### src/rtl/alu_pkg.sv
// Shared definitions for the sequential ALU: opcode encodings, FSM state type
// and the default operand width.
package alu_pkg;

    localparam int DEFAULT_WIDTH = 8;

    localparam logic [3:0] OP_ADD    = 4'd0;
    localparam logic [3:0] OP_SUB    = 4'd1;
    localparam logic [3:0] OP_MUL    = 4'd2;
    localparam logic [3:0] OP_DIV    = 4'd3;
    localparam logic [3:0] OP_MOD    = 4'd4;
    localparam logic [3:0] OP_PARITY = 4'd5;
    localparam logic [3:0] OP_AND    = 4'd6;
    localparam logic [3:0] OP_OR     = 4'd7;
    localparam logic [3:0] OP_XOR    = 4'd8;

    typedef enum logic [1:0] {
        ST_IDLE = 2'd0,
        ST_CALC = 2'd1,
        ST_DONE = 2'd2
    } state_t;

endpackage

### src/rtl/alu_div_iter.sv
// Iterative unsigned restoring divider, one quotient bit per clock.
// The first step is taken on the start edge straight from the operand inputs,
// so quotient/remainder are final when done pulses WIDTH-1 edges later.
module alu_div_iter #(
    parameter int WIDTH = 8
) (
    input  logic             clk,
    input  logic             rst_n,
    input  logic             start,
    input  logic [WIDTH-1:0] dividend,
    input  logic [WIDTH-1:0] divisor,
    output logic             done,
    output logic [WIDTH-1:0] quotient,
    output logic [WIDTH-1:0] remainder
);

    localparam int CW = $clog2(WIDTH);

    logic [CW-1:0]    cnt;
    logic [WIDTH-1:0] dvsr;
    logic [WIDTH-1:0] src_q;
    logic [WIDTH-1:0] src_r;
    logic [WIDTH-1:0] src_d;
    logic [WIDTH:0]   shifted;
    logic [WIDTH:0]   trial;

    // One restoring step: on start, operate on the fresh operands instead of the registers.
    always_comb begin
        src_q   = start ? dividend : quotient;
        src_r   = start ? '0 : remainder;
        src_d   = start ? divisor : dvsr;
        shifted = {src_r, src_q[WIDTH-1]};
        // Bit WIDTH of trial is the borrow: set when the divisor does not fit.
        trial   = shifted - {1'b0, src_d};
    end

    // Step register: shift in one quotient bit per cycle and flag the final step.
    // NOTE: sequential state uses non-blocking assignments so every register
    // samples pre-edge values; the async reset clears the whole datapath.
    always_ff @(posedge clk or negedge rst_n) begin
        if (!rst_n) begin
            quotient  <= '0;
            remainder <= '0;
            dvsr      <= '0;
            cnt       <= '0;
            done      <= 1'b0;
        end else if (start || cnt != '0) begin
            quotient  <= {src_q[WIDTH-2:0], ~trial[WIDTH]};
            remainder <= trial[WIDTH] ? shifted[WIDTH-1:0] : trial[WIDTH-1:0];
            dvsr      <= src_d;
            cnt       <= start ? CW'(WIDTH - 1) : cnt - 1'b1;
            done      <= !start && (cnt == CW'(1));
        end else begin
            done <= 1'b0;
        end
    end

endmodule

### src/rtl/seq_alu.sv
// Sequential ALU with valid/ready handshakes. Single-cycle ops finish one edge
// after acceptance; MUL/DIV/MOD iterate for WIDTH+1 edges of total latency.
module seq_alu
    import alu_pkg::*;
#(
    parameter int WIDTH = DEFAULT_WIDTH
) (
    input  logic               clk,
    input  logic               rst_n,
    input  logic               in_valid,
    output logic               in_ready,
    input  logic [3:0]         opcode,
    input  logic [WIDTH-1:0]   a,
    input  logic [WIDTH-1:0]   b,
    output logic               out_valid,
    input  logic               out_ready,
    output logic [2*WIDTH-1:0] result,
    output logic               flag_zero,
    output logic               flag_carry,
    output logic               flag_dbz,
    output logic               flag_illegal
);

    localparam int CW = $clog2(WIDTH);

    state_t state, next_state;

    logic               accept;
    logic               is_iter;
    logic               div_start;
    logic               div_done;
    logic [WIDTH-1:0]   quotient;
    logic [WIDTH-1:0]   remainder;
    logic [3:0]         op_q;

    logic [2*WIDTH-1:0] mcand_sh;
    logic [WIDTH-1:0]   mplier;
    logic [2*WIDTH-1:0] prod;
    logic [CW-1:0]      mul_cnt;
    logic               mul_done;
    logic [2*WIDTH-1:0] m_cand;
    logic [WIDTH-1:0]   m_plier;
    logic [2*WIDTH-1:0] m_acc;
    logic [2*WIDTH-1:0] m_acc_next;

    logic [WIDTH:0]     sum;
    logic [WIDTH:0]     diff;
    logic [2*WIDTH-1:0] fast_res;
    logic               fast_carry;
    logic               fast_dbz;
    logic               fast_illegal;
    logic [2*WIDTH-1:0] iter_res;
    logic               calc_done;

    assign accept    = in_valid && in_ready;
    // A zero divisor takes the single-cycle path, so it never starts the divider.
    assign is_iter   = (opcode == OP_MUL) ||
                       (((opcode == OP_DIV) || (opcode == OP_MOD)) && (b != '0));
    assign div_start = accept && (opcode != OP_MUL) && is_iter;
    assign calc_done = (op_q == OP_MUL) ? mul_done : div_done;

    alu_div_iter #(.WIDTH(WIDTH)) u_div (
        .clk       (clk),
        .rst_n     (rst_n),
        .start     (div_start),
        .dividend  (a),
        .divisor   (b),
        .done      (div_done),
        .quotient  (quotient),
        .remainder (remainder)
    );

    // State register.
    always_ff @(posedge clk or negedge rst_n) begin
        if (!rst_n) state <= ST_IDLE;
        else        state <= next_state;
    end

    // Next-state logic.
    // NOTE: every always_comb output gets a default first so no path infers a latch.
    always_comb begin
        next_state = state;
        case (state)
            ST_IDLE: if (accept)    next_state = is_iter ? ST_CALC : ST_DONE;
            ST_CALC: if (calc_done) next_state = ST_DONE;
            ST_DONE: if (out_ready) next_state = ST_IDLE;
            default:                next_state = ST_IDLE;
        endcase
    end

    // Handshake outputs decoded from state.
    always_comb begin
        in_ready  = (state == ST_IDLE);
        out_valid = (state == ST_DONE);
    end

    // Shift-add step; on acceptance the first step uses the operand inputs directly.
    always_comb begin
        m_cand     = accept ? {{WIDTH{1'b0}}, a} : mcand_sh;
        m_plier    = accept ? b : mplier;
        m_acc      = accept ? '0 : prod;
        m_acc_next = m_plier[0] ? m_acc + m_cand : m_acc;
    end

    // Multiplier registers and iteration counter; also latches the opcode in flight.
    always_ff @(posedge clk or negedge rst_n) begin
        if (!rst_n) begin
            op_q     <= '0;
            mcand_sh <= '0;
            mplier   <= '0;
            prod     <= '0;
            mul_cnt  <= '0;
            mul_done <= 1'b0;
        end else if (accept) begin
            op_q     <= opcode;
            prod     <= m_acc_next;
            mcand_sh <= m_cand << 1;
            mplier   <= m_plier >> 1;
            mul_cnt  <= (opcode == OP_MUL) ? CW'(WIDTH - 1) : '0;
            mul_done <= 1'b0;
        end else if (mul_cnt != '0) begin
            prod     <= m_acc_next;
            mcand_sh <= m_cand << 1;
            mplier   <= m_plier >> 1;
            mul_cnt  <= mul_cnt - 1'b1;
            mul_done <= (mul_cnt == CW'(1));
        end else begin
            mul_done <= 1'b0;
        end
    end

    // Single-cycle results; DIV/MOD entries only matter for the zero-divisor case.
    always_comb begin
        fast_res     = '0;
        fast_carry   = 1'b0;
        fast_dbz     = 1'b0;
        fast_illegal = 1'b0;
        sum          = {1'b0, a} + {1'b0, b};
        diff         = {1'b0, a} - {1'b0, b};
        case (opcode)
            OP_ADD: begin
                fast_res[WIDTH:0] = sum;
                fast_carry        = sum[WIDTH];
            end
            OP_SUB: begin
                fast_res[WIDTH-1:0] = diff[WIDTH-1:0];
                fast_carry          = diff[WIDTH];
            end
            OP_MUL: ;
            OP_DIV: begin
                fast_res[WIDTH-1:0] = '1;
                fast_dbz            = 1'b1;
            end
            OP_MOD: begin
                fast_res[WIDTH-1:0] = a;
                fast_dbz            = 1'b1;
            end
            OP_PARITY: fast_res[0]          = ^a;
            OP_AND:    fast_res[WIDTH-1:0]  = a & b;
            OP_OR:     fast_res[WIDTH-1:0]  = a | b;
            OP_XOR:    fast_res[WIDTH-1:0]  = a ^ b;
            default:   fast_illegal         = 1'b1;
        endcase
    end

    // Final value of an iterative operation.
    always_comb begin
        iter_res = '0;
        case (op_q)
            OP_MUL:  iter_res = prod;
            OP_DIV:  iter_res = {{WIDTH{1'b0}}, quotient};
            default: iter_res = {{WIDTH{1'b0}}, remainder};
        endcase
    end

    // Result and flag registers: loaded when entering DONE, held until the transfer.
    always_ff @(posedge clk or negedge rst_n) begin
        if (!rst_n) begin
            result       <= '0;
            flag_zero    <= 1'b0;
            flag_carry   <= 1'b0;
            flag_dbz     <= 1'b0;
            flag_illegal <= 1'b0;
        end else if (accept && !is_iter) begin
            result       <= fast_res;
            flag_zero    <= (fast_res == '0);
            flag_carry   <= fast_carry;
            flag_dbz     <= fast_dbz;
            flag_illegal <= fast_illegal;
        end else if (state == ST_CALC && calc_done) begin
            result       <= iter_res;
            flag_zero    <= (iter_res == '0);
            flag_carry   <= 1'b0;
            flag_dbz     <= 1'b0;
            flag_illegal <= 1'b0;
        end
    end

endmodule

### config.mk
export PLATFORM = sky130hd
export DESIGN_NAME = seq_alu
export DESIGN_NICKNAME = d
export VERILOG_FILES = /design/src/rtl/alu_pkg.sv /design/src/rtl/alu_div_iter.sv /design/src/rtl/seq_alu.sv
export SDC_FILE = /design/constraint.sdc
export NUM_CORES = 1
export LEC_CHECK = 0
export CAP_MARGIN = 15
export CORE_UTILIZATION = 45
export DETAILED_ROUTE_END_ITERATION = 8
export PLACE_DENSITY = 0.69
export SLEW_MARGIN = 20
export SYNTH_ARGS = -nofsm -noshare
export SYNTH_HDL_FRONTEND = slang
export SYNTH_HIERARCHICAL = 1
export SYNTH_SLANG_ARGS = --single-unit
### constraint.sdc
create_clock -name clk -period 3.9 [get_ports clk]
set_input_delay 0.975 -clock clk [delete_from_list [all_inputs] [get_ports clk]]
set_output_delay 0.975 -clock clk [all_outputs]
set_load 0.01 [all_outputs]
==> impl_results.md, run 1 <==
- Kind of critical path: in2reg
- Overflow after GRT: 0
- WL per Instance: 17.30 microns
- EDFF count, synth: 0
- Post-route insts no fill: between 1,000 and 1,500
- Initial DRC count: 488
- Clock sink total: 96
- Sequential fraction of the synthesis area: 0.3418
- DIE HEIGHT: 127.0 microns
- Clock Tree Buf Depth: 2
- Post-route cell area: 0.008735 sq mm
- Comb pwr share: 0.594
- Max rail drop VDD: 521.0 uV
- Final critical-path share of the clock period: 0.9811
- Global-route wire length before repair: 30.50 mm
- Hold_sp: op_q[2]
- Post-synth cell types: 80
- Via-per-instance ratio: 5.687
- DIE WIDTH: 127.0 microns
- Max-cap violation count: 0
- Core ar.: 0.01520 sq mm
- Required @ worst endpoint: 4130 ps
- Psw: 2.793 mW
- Most frequent cells in the layout: dfrtp_1 (96), buf_4 (94), nand2_1 (89), ha_1 (51), a21oi_1 (48)
- Layout cells sized above 1: 0.1971
- Largest net degree at the start of global routing: 77
- Ant. Diodes: 0
- Power Internal: a little under 4 mW
- Final setup violating endpoints: 0
- Clock slew at reported path FFs: 70 ps
- Most common cell after layout, fill and taps aside: dfrtp_1
- Mapped Cells: 784
- Post-Syn Area: around 0.007 sq mm
- Final min period: 3826 ps
- Net Count, Synth: 864
- H-tree Lvls: 3
- Min Hold Slack: 475.2 ps
- Worst min path class: reg2reg
- CTS root buf: clkbuf_16
- Hpwl dp: 14.33 mm
- Slew HR: 0.3463
- GRT Util Overall: 0.2429
- Pre-antenna DRT Iters: 5
- P_leak: 4.023 nW
- RePlAce Congestion: 0.9036
- Largest fanout on the critical path: 6
- Hold_buf cts: 0
- Most used DFF post-synth: dfrtp_1
- Worst Tran Pin Value: 980.6 ps
- PwrDens: approximately 770 mW/mm^2
- Final Hold Viols: 0
- Reg2Reg Launch Point: state[0]
- Hold endpoint: op_q[2]
- Ports: 46
- CTS Buf Count: 9
- Dpl cells: 1,069
- Reg2Reg Depth: 15
- Initial antenna violation count: 0
- Flop-to-flop setup slack: 620 ps
- R2R Path End: u_div/remainder[1]
- Fmax achieved: 0.2613 GHz
- CTS tree: built
- Vias in the first global route: 5,878
- CP Launch Type: input pin
- Dpl cell area: 0.008295 sq mm
- Final WL: 18.87 mm
- Rows: 45
- Setup Skew: 14.32 ps
- ANT nets after route: 0
- Nets@finish: 978
- Sequential share of power: 0.264
- Hold Path Stages: 2
- Synthesized area per cell: 8.964 sq um
- Clock power share: 0.142
- IO Port Bufs: 45
- Die ar.: about 0.016 sq mm
- Worst skew pair latency: 360 ps
- Area grow syn2layout: 24.28%
- DR DRC count: 0
- Synth Warn #: 6
- Fraction of registers with async set/reset: 1.000
- Switch share: 0.4173
- Vias: between 6,000 and 7,000
- Worst setup EP type: flop
- Max Slew Vio Count: 0
- Initial core utilization: 0.4623
- Arr. time, crit path: 4060 ps
- Post-synthesis register bit count: 96
- Status: finished, final reports clean
[logic make-up (layout without fill, tap and decap cells)]
group | after synthesis | after routing | synth area share
AOI/OAI and AO/OA | 215 | 215 | 0.2117
xor gates and xnor gates | 29 | 29 | 0.03881
adders and majority gates | 56 | 56 | 0.1040
buffers and inverters | 84 | 203 | 0.04967
DFF | 96 | 96 | 0.3418
muxes | 38 | 38 | 0.05768
other | 1 | 1 | 0.0005336
and+or+nand+nor | 265 | 265 | 0.1958
[registers in the layout (all words and copies together), names as in the netlist, 2 cells and up, named ones only]
name and count:
u_div/remainder 8, mul_cnt 3, u_div/dvsr 8, result 16, u_div/quotient 8, op_q 4, u_div/cnt 3, prod 15
mplier 7, mcand_sh 15, state 2
[stage by stage]
step / utilization / power (mW) / TNS, ps / setup WS [ps]
4_1_cts: 0.5686 / 6.643 / 0 / 22.30
2_1_floorplan: - / 4.284 / -3098 / -422.4
3_3_place_gp: 0.5457 / 5.481 / -6450 / -681.5
5_1_grt: 0.5746 / 7.217 / -5.476 / -5.476
6_report: 0.5746 / 6.695 / 0 / 73.66
3_5_place_dp: 0.5457 / 5.552 / -7241 / -757.2
[critical path: stages]
cell and delay [ps]:
buf_6 90, or3b_4 400, a221oi_4 300, and2_4 240, buf_6 110, mux2i_4 230, buf_6 130, ha_4 120
inv_2 40, fa_2 410, a31oi_4 220, o31a_4 190, xnor2_4 120, and3_4 190, a221o_1 280
[area by class of cell]
cell class / instances / area [sq um]
fillers: 1370 / 6467
multi-input cells: 604 / 4378
flip-flops and latches: 96 / 2402
repair buffers: 145 / 1239
well taps: 188 / 235.2
clock buffers: 9 / 225.2
inverters: 42 / 157.7
clock inverters: 7 / 97.59
[metal layers]
layer | up-vias | GRT usage | wire, microns
met1 | 2984 | 0.3356 | 8767
li1 | 3045 | - | -
met5 | - | 0 | 0
met4 | 0 | 0.07423 | 376
met3 | 22 | 0.03434 | 900
met2 | 154 | 0.3953 | 8825
[power groups by stage]
stage / Combinational (mW) / Clock, mW / Sequential (mW)
detailed placement: 3.77 / 0 / 1.78
global route: 4.39 / 1.01 / 1.82
CTS: 3.91 / 0.974 / 1.76
floorplan: 2.62 / 0 / 1.66
finish: 3.98 / 0.952 / 1.76
global placement: 3.72 / 0 / 1.76
[worst max-delay path by stage]
stage               slack, ps  startpoint                  to  depth (start not counted)
detailed placement       -760   opcode[1]  u_div/remainder[2]                         14
floorplan                -420   opcode[0]  u_div/remainder[0]                         16
finish                     70   opcode[0]  u_div/remainder[1]                         15
CTS                        20   opcode[1]  u_div/remainder[1]                         14
global placement         -680   opcode[1]  u_div/remainder[3]                         14
global route               -5   opcode[0]  u_div/remainder[1]                         15
[Yosys cell counts, types with 5 or more instances]
master	count	area, sq um
clkbuf_1	23	86.33
o211ai_1	5	37.54
xnor2_1	18	157.7
nor2_1	47	176.4
a21oi_1	48	240.2
nor2b_1	22	137.6
inv_1	41	153.9
a221o_1	12	120.1
a31oi_1	10	62.56
a21o_1	6	45.04
buf_2	12	60.06
mux2i_1	18	180.2
o31ai_1	5	37.54
dfrtp_1	96	2402
nand2_1	90	337.8
or3_1	6	37.54
nand2b_1	13	81.33
o21ai_0	50	250.2
mux2_2	20	225.2
xor2_1	10	87.58
and2_1	23	143.9
ha_1	52	650.6
o21a_1	5	37.54
nor3_1	10	50.05
a22o_1	15	131.4
nor4b_1	5	43.79
nand3_1	10	50.05
a22oi_1	5	37.54
a211oi_1	7	52.55
o221ai_1	5	43.79
nor4_1	5	31.28
[repair_timing]
action	CTS	global route
gates cloned	0	0
setup buffers	1	5
pin swaps	10	11
endpoints found under the hold margin	0	0
gates resized for setup	31	14
setup endpoints to repair	9	10
Power figures use the tool's default switching activity.
==> inputs of run 2 (changes only) <==
- SKIP_CTS_REPAIR_TIMING: default -> 1
==> run 2 against run 1 <==
Against the previous run:
- count of clock-buffer cells in the layout unchanged
- global-route usage about the same
- non-clock buffer count down 2
- combinational power about the same
- total power up 0.13%
- cell count down 0.18%
- via count up 0.26%
- flip-flop and latch count unchanged
- critical endpoint unchanged
- first-iteration DRC count down 2.3%
- utilization down 0.066 points
- maximum frequency about the same
==> impl_results.md, run 2 (same netlist as run 1, synthesis figures left out) <==
- Pre-antenna DRT Iters: 6 (+1)
- P_leak: 4.064 nW (+1.0%)
- Worst Tran Pin Value: 980.9 ps (+0.2882 ps)
- Rows: 45 (unchanged)
- CTS root buf: clkbuf_16
- Hold_sp: op_q[2]
- Largest register FFs: 16 (unchanged)
- Die ar.: 0.01612 sq mm (unchanged)
- Hpwl dp: 14.33 mm (unchanged)
- Clock sink total: 96 (unchanged)
- PwrDens: 768.4 mW/mm^2 (+0.25%)
- WL per Instance: 17.39 microns (+0.57%)
- Biggest regs: result x16, mcand_sh x15, prod x15
- Crit path max-delay family: compound AO/OA/AOI/OAI gates
- Clock Tree Buf Depth: 2 (unchanged)
- Layout cells sized above 1: 0.1953 (-0.001782)
- Final worst slack: 77.27 ps (+3.615 ps)
- RSZ-0062 raised after global routing: yes
- Worst setup EP type: flop
- Global-route wire length before repair: 30.50 mm (unchanged)
- Final critical-path share of the clock period: 0.9802 (about the same)
- Worst min path class: reg2reg
- Vias: 6,221 (+0.26%)
- ANT nets after route: 0 (unchanged)
- Vias in the first global route: 5,865 (-0.22%)
- Fmax achieved: 0.2616 GHz (about the same)
- Most frequent cells in the layout: dfrtp_1 (96), buf_4 (95), nand2_1 (89), ha_1 (50), a21oi_1 (48)
- Final WL: 18.94 mm (+0.38%)
- Max Slew Vio Count: 0 (unchanged)
- IO Port Bufs: 45 (unchanged)
- WP buf/inv: 3 (-1)
- DR DRC count: 0 (unchanged)
- Worst path depth: 14 (-1)
- Clock slew at reported path FFs: 80 ps (about the same)
- Dpl cells: 1,069 (unchanged)
- Post-route insts no fill: 1,089 (-0.18%)
- Initial DRC count: 477 (-2.3%)
- H-tree Lvls: 3 (unchanged)
- Slew HR: 0.3461 (about the same)
- CP Launch Type: input pin
- Status: finished, final reports clean
- GRT Util Overall: 0.2428 (about the same)
- Dpl cell area: 0.008295 sq mm (unchanged)
- Final min period: 3823 ps (-3.615 ps)
- Reg2Reg Depth: 14 (-1)
- Initial antenna violation count: 0 (unchanged)
- CTS Buf Count: 9 (unchanged)
- Worst skew pair latency: 360 ps (about the same)
- Max rail drop VDD: 518.9 uV (-0.40%)
- FF+latch area: 0.002402 sq mm (unchanged)
- Setup Skew: 14.59 ps (+0.2656 ps)
- Pwr Total: 6.704 mW (+0.13%)
- Most common cell after layout, fill and taps aside: dfrtp_1
- CP max stage cell: or3b_4
- Ant. Diodes: 0 (unchanged)
- Ports: 46 (unchanged)
- Overflow after GRT: 0 (unchanged)
- Required @ worst endpoint: 4130 ps (about the same)
- Reg2Reg Launch Point: state[0]
- Place WS: -757.2 ps (unchanged)
- Final Core Density: 0.5739 (-0.0006590)
- Largest net degree at the start of global routing: 77 (unchanged)
- Kind of critical path: in2reg
- Multi-input gate area: 0.004373 sq mm (-0.11%)
- Filler cells: 1,362 (-0.58%)
- DIE WIDTH: 127.0 microns (unchanged)
- Delay of the slowest critical-path stage: 410 ps (about the same)
- Largest fanout on the critical path: 6 (unchanged)
- Core ar.: 0.01520 sq mm (unchanged)
- Hold Path Stages: 2 (unchanged)
- CTS tree: built
- Initial core utilization: 0.4623 (unchanged)
- Final setup violating endpoints: 0 (unchanged)
- Reg with most FFs: result
- Post-route cell area: 0.008725 sq mm (-0.11%)
- Nets@finish: 976 (-0.20%)
- Via-per-instance ratio: 5.713 (+0.44%)
- Min Hold Slack: 475.5 ps (+0.3190 ps)
- Arr. time, crit path: 4060 ps (about the same)
- Worst-path cell chain: buf_8, or3b_4, a221oi_4, and2_4, buf_6, mux2_4, ha_4, inv_2, fa_2, a31oi_4, o31a_4, xnor2_4, nor2_4, a221o_1
- Final TNS setup: 0 ps (unchanged)
- Area grow syn2layout: 24.14%
- RePlAce Congestion: 0.9036 (unchanged)
- Final Hold Viols: 0 (unchanged)
- Crit path launch: opcode[1]
- DIE HEIGHT: 127.0 microns (unchanged)
- Max-cap violation count: 0 (unchanged)
run 2: cell types whose count changed in the layout (fill, tap and decap cells not counted), moves of 2 or more:
cell	previous run	this run
clkbuf_2	0	2
dlymetal6s2s_1	1	9
dlygate4sd2_1	8	0
buf_6	8	2
run 2: layer usage:
layer  wire (microns)  up-vias  GRT usage
met5                0        -          0
met4              383        0    0.07423
met3              973       23    0.03434
met2             8823      166     0.3940
met1             8761     2998     0.3365
li1                 -     3034          -
run 2: final cells by class:
type,instances,share of cell area
well taps,188,0.02696
clock inverters,7,0.01119
clock buffers,9,0.02581
inverters,42,0.01807
multi-input cells,604,0.5012
flip-flops and latches,96,0.2753
repair buffers,143,0.1414
run 2: tightest hold or removal path, delay by kind of cell (launching register included):
kind	cells	cell delay, ps
flops	1	350
simple gates	2	100
run 2: worst paths after layout:
| kind | to | slack [ps] |
|---|---|---|
| max | u_div/remainder[1] | 80 |
| min | op_q[2] | 480 |
| max reg2reg | u_div/remainder[1] | 630 |
| min reg2reg | op_q[2] | 480 |
| max in group asynchronous | u_div/dvsr[6] | 2370 |
| min in group asynchronous | prod[4] | 770 |
run 2: report_power, final:
group / switching, mW / internal (mW)
Clock: 0.439 / 0.517
Sequential: 0.331 / 1.43
Combinational: 2.03 / 1.96
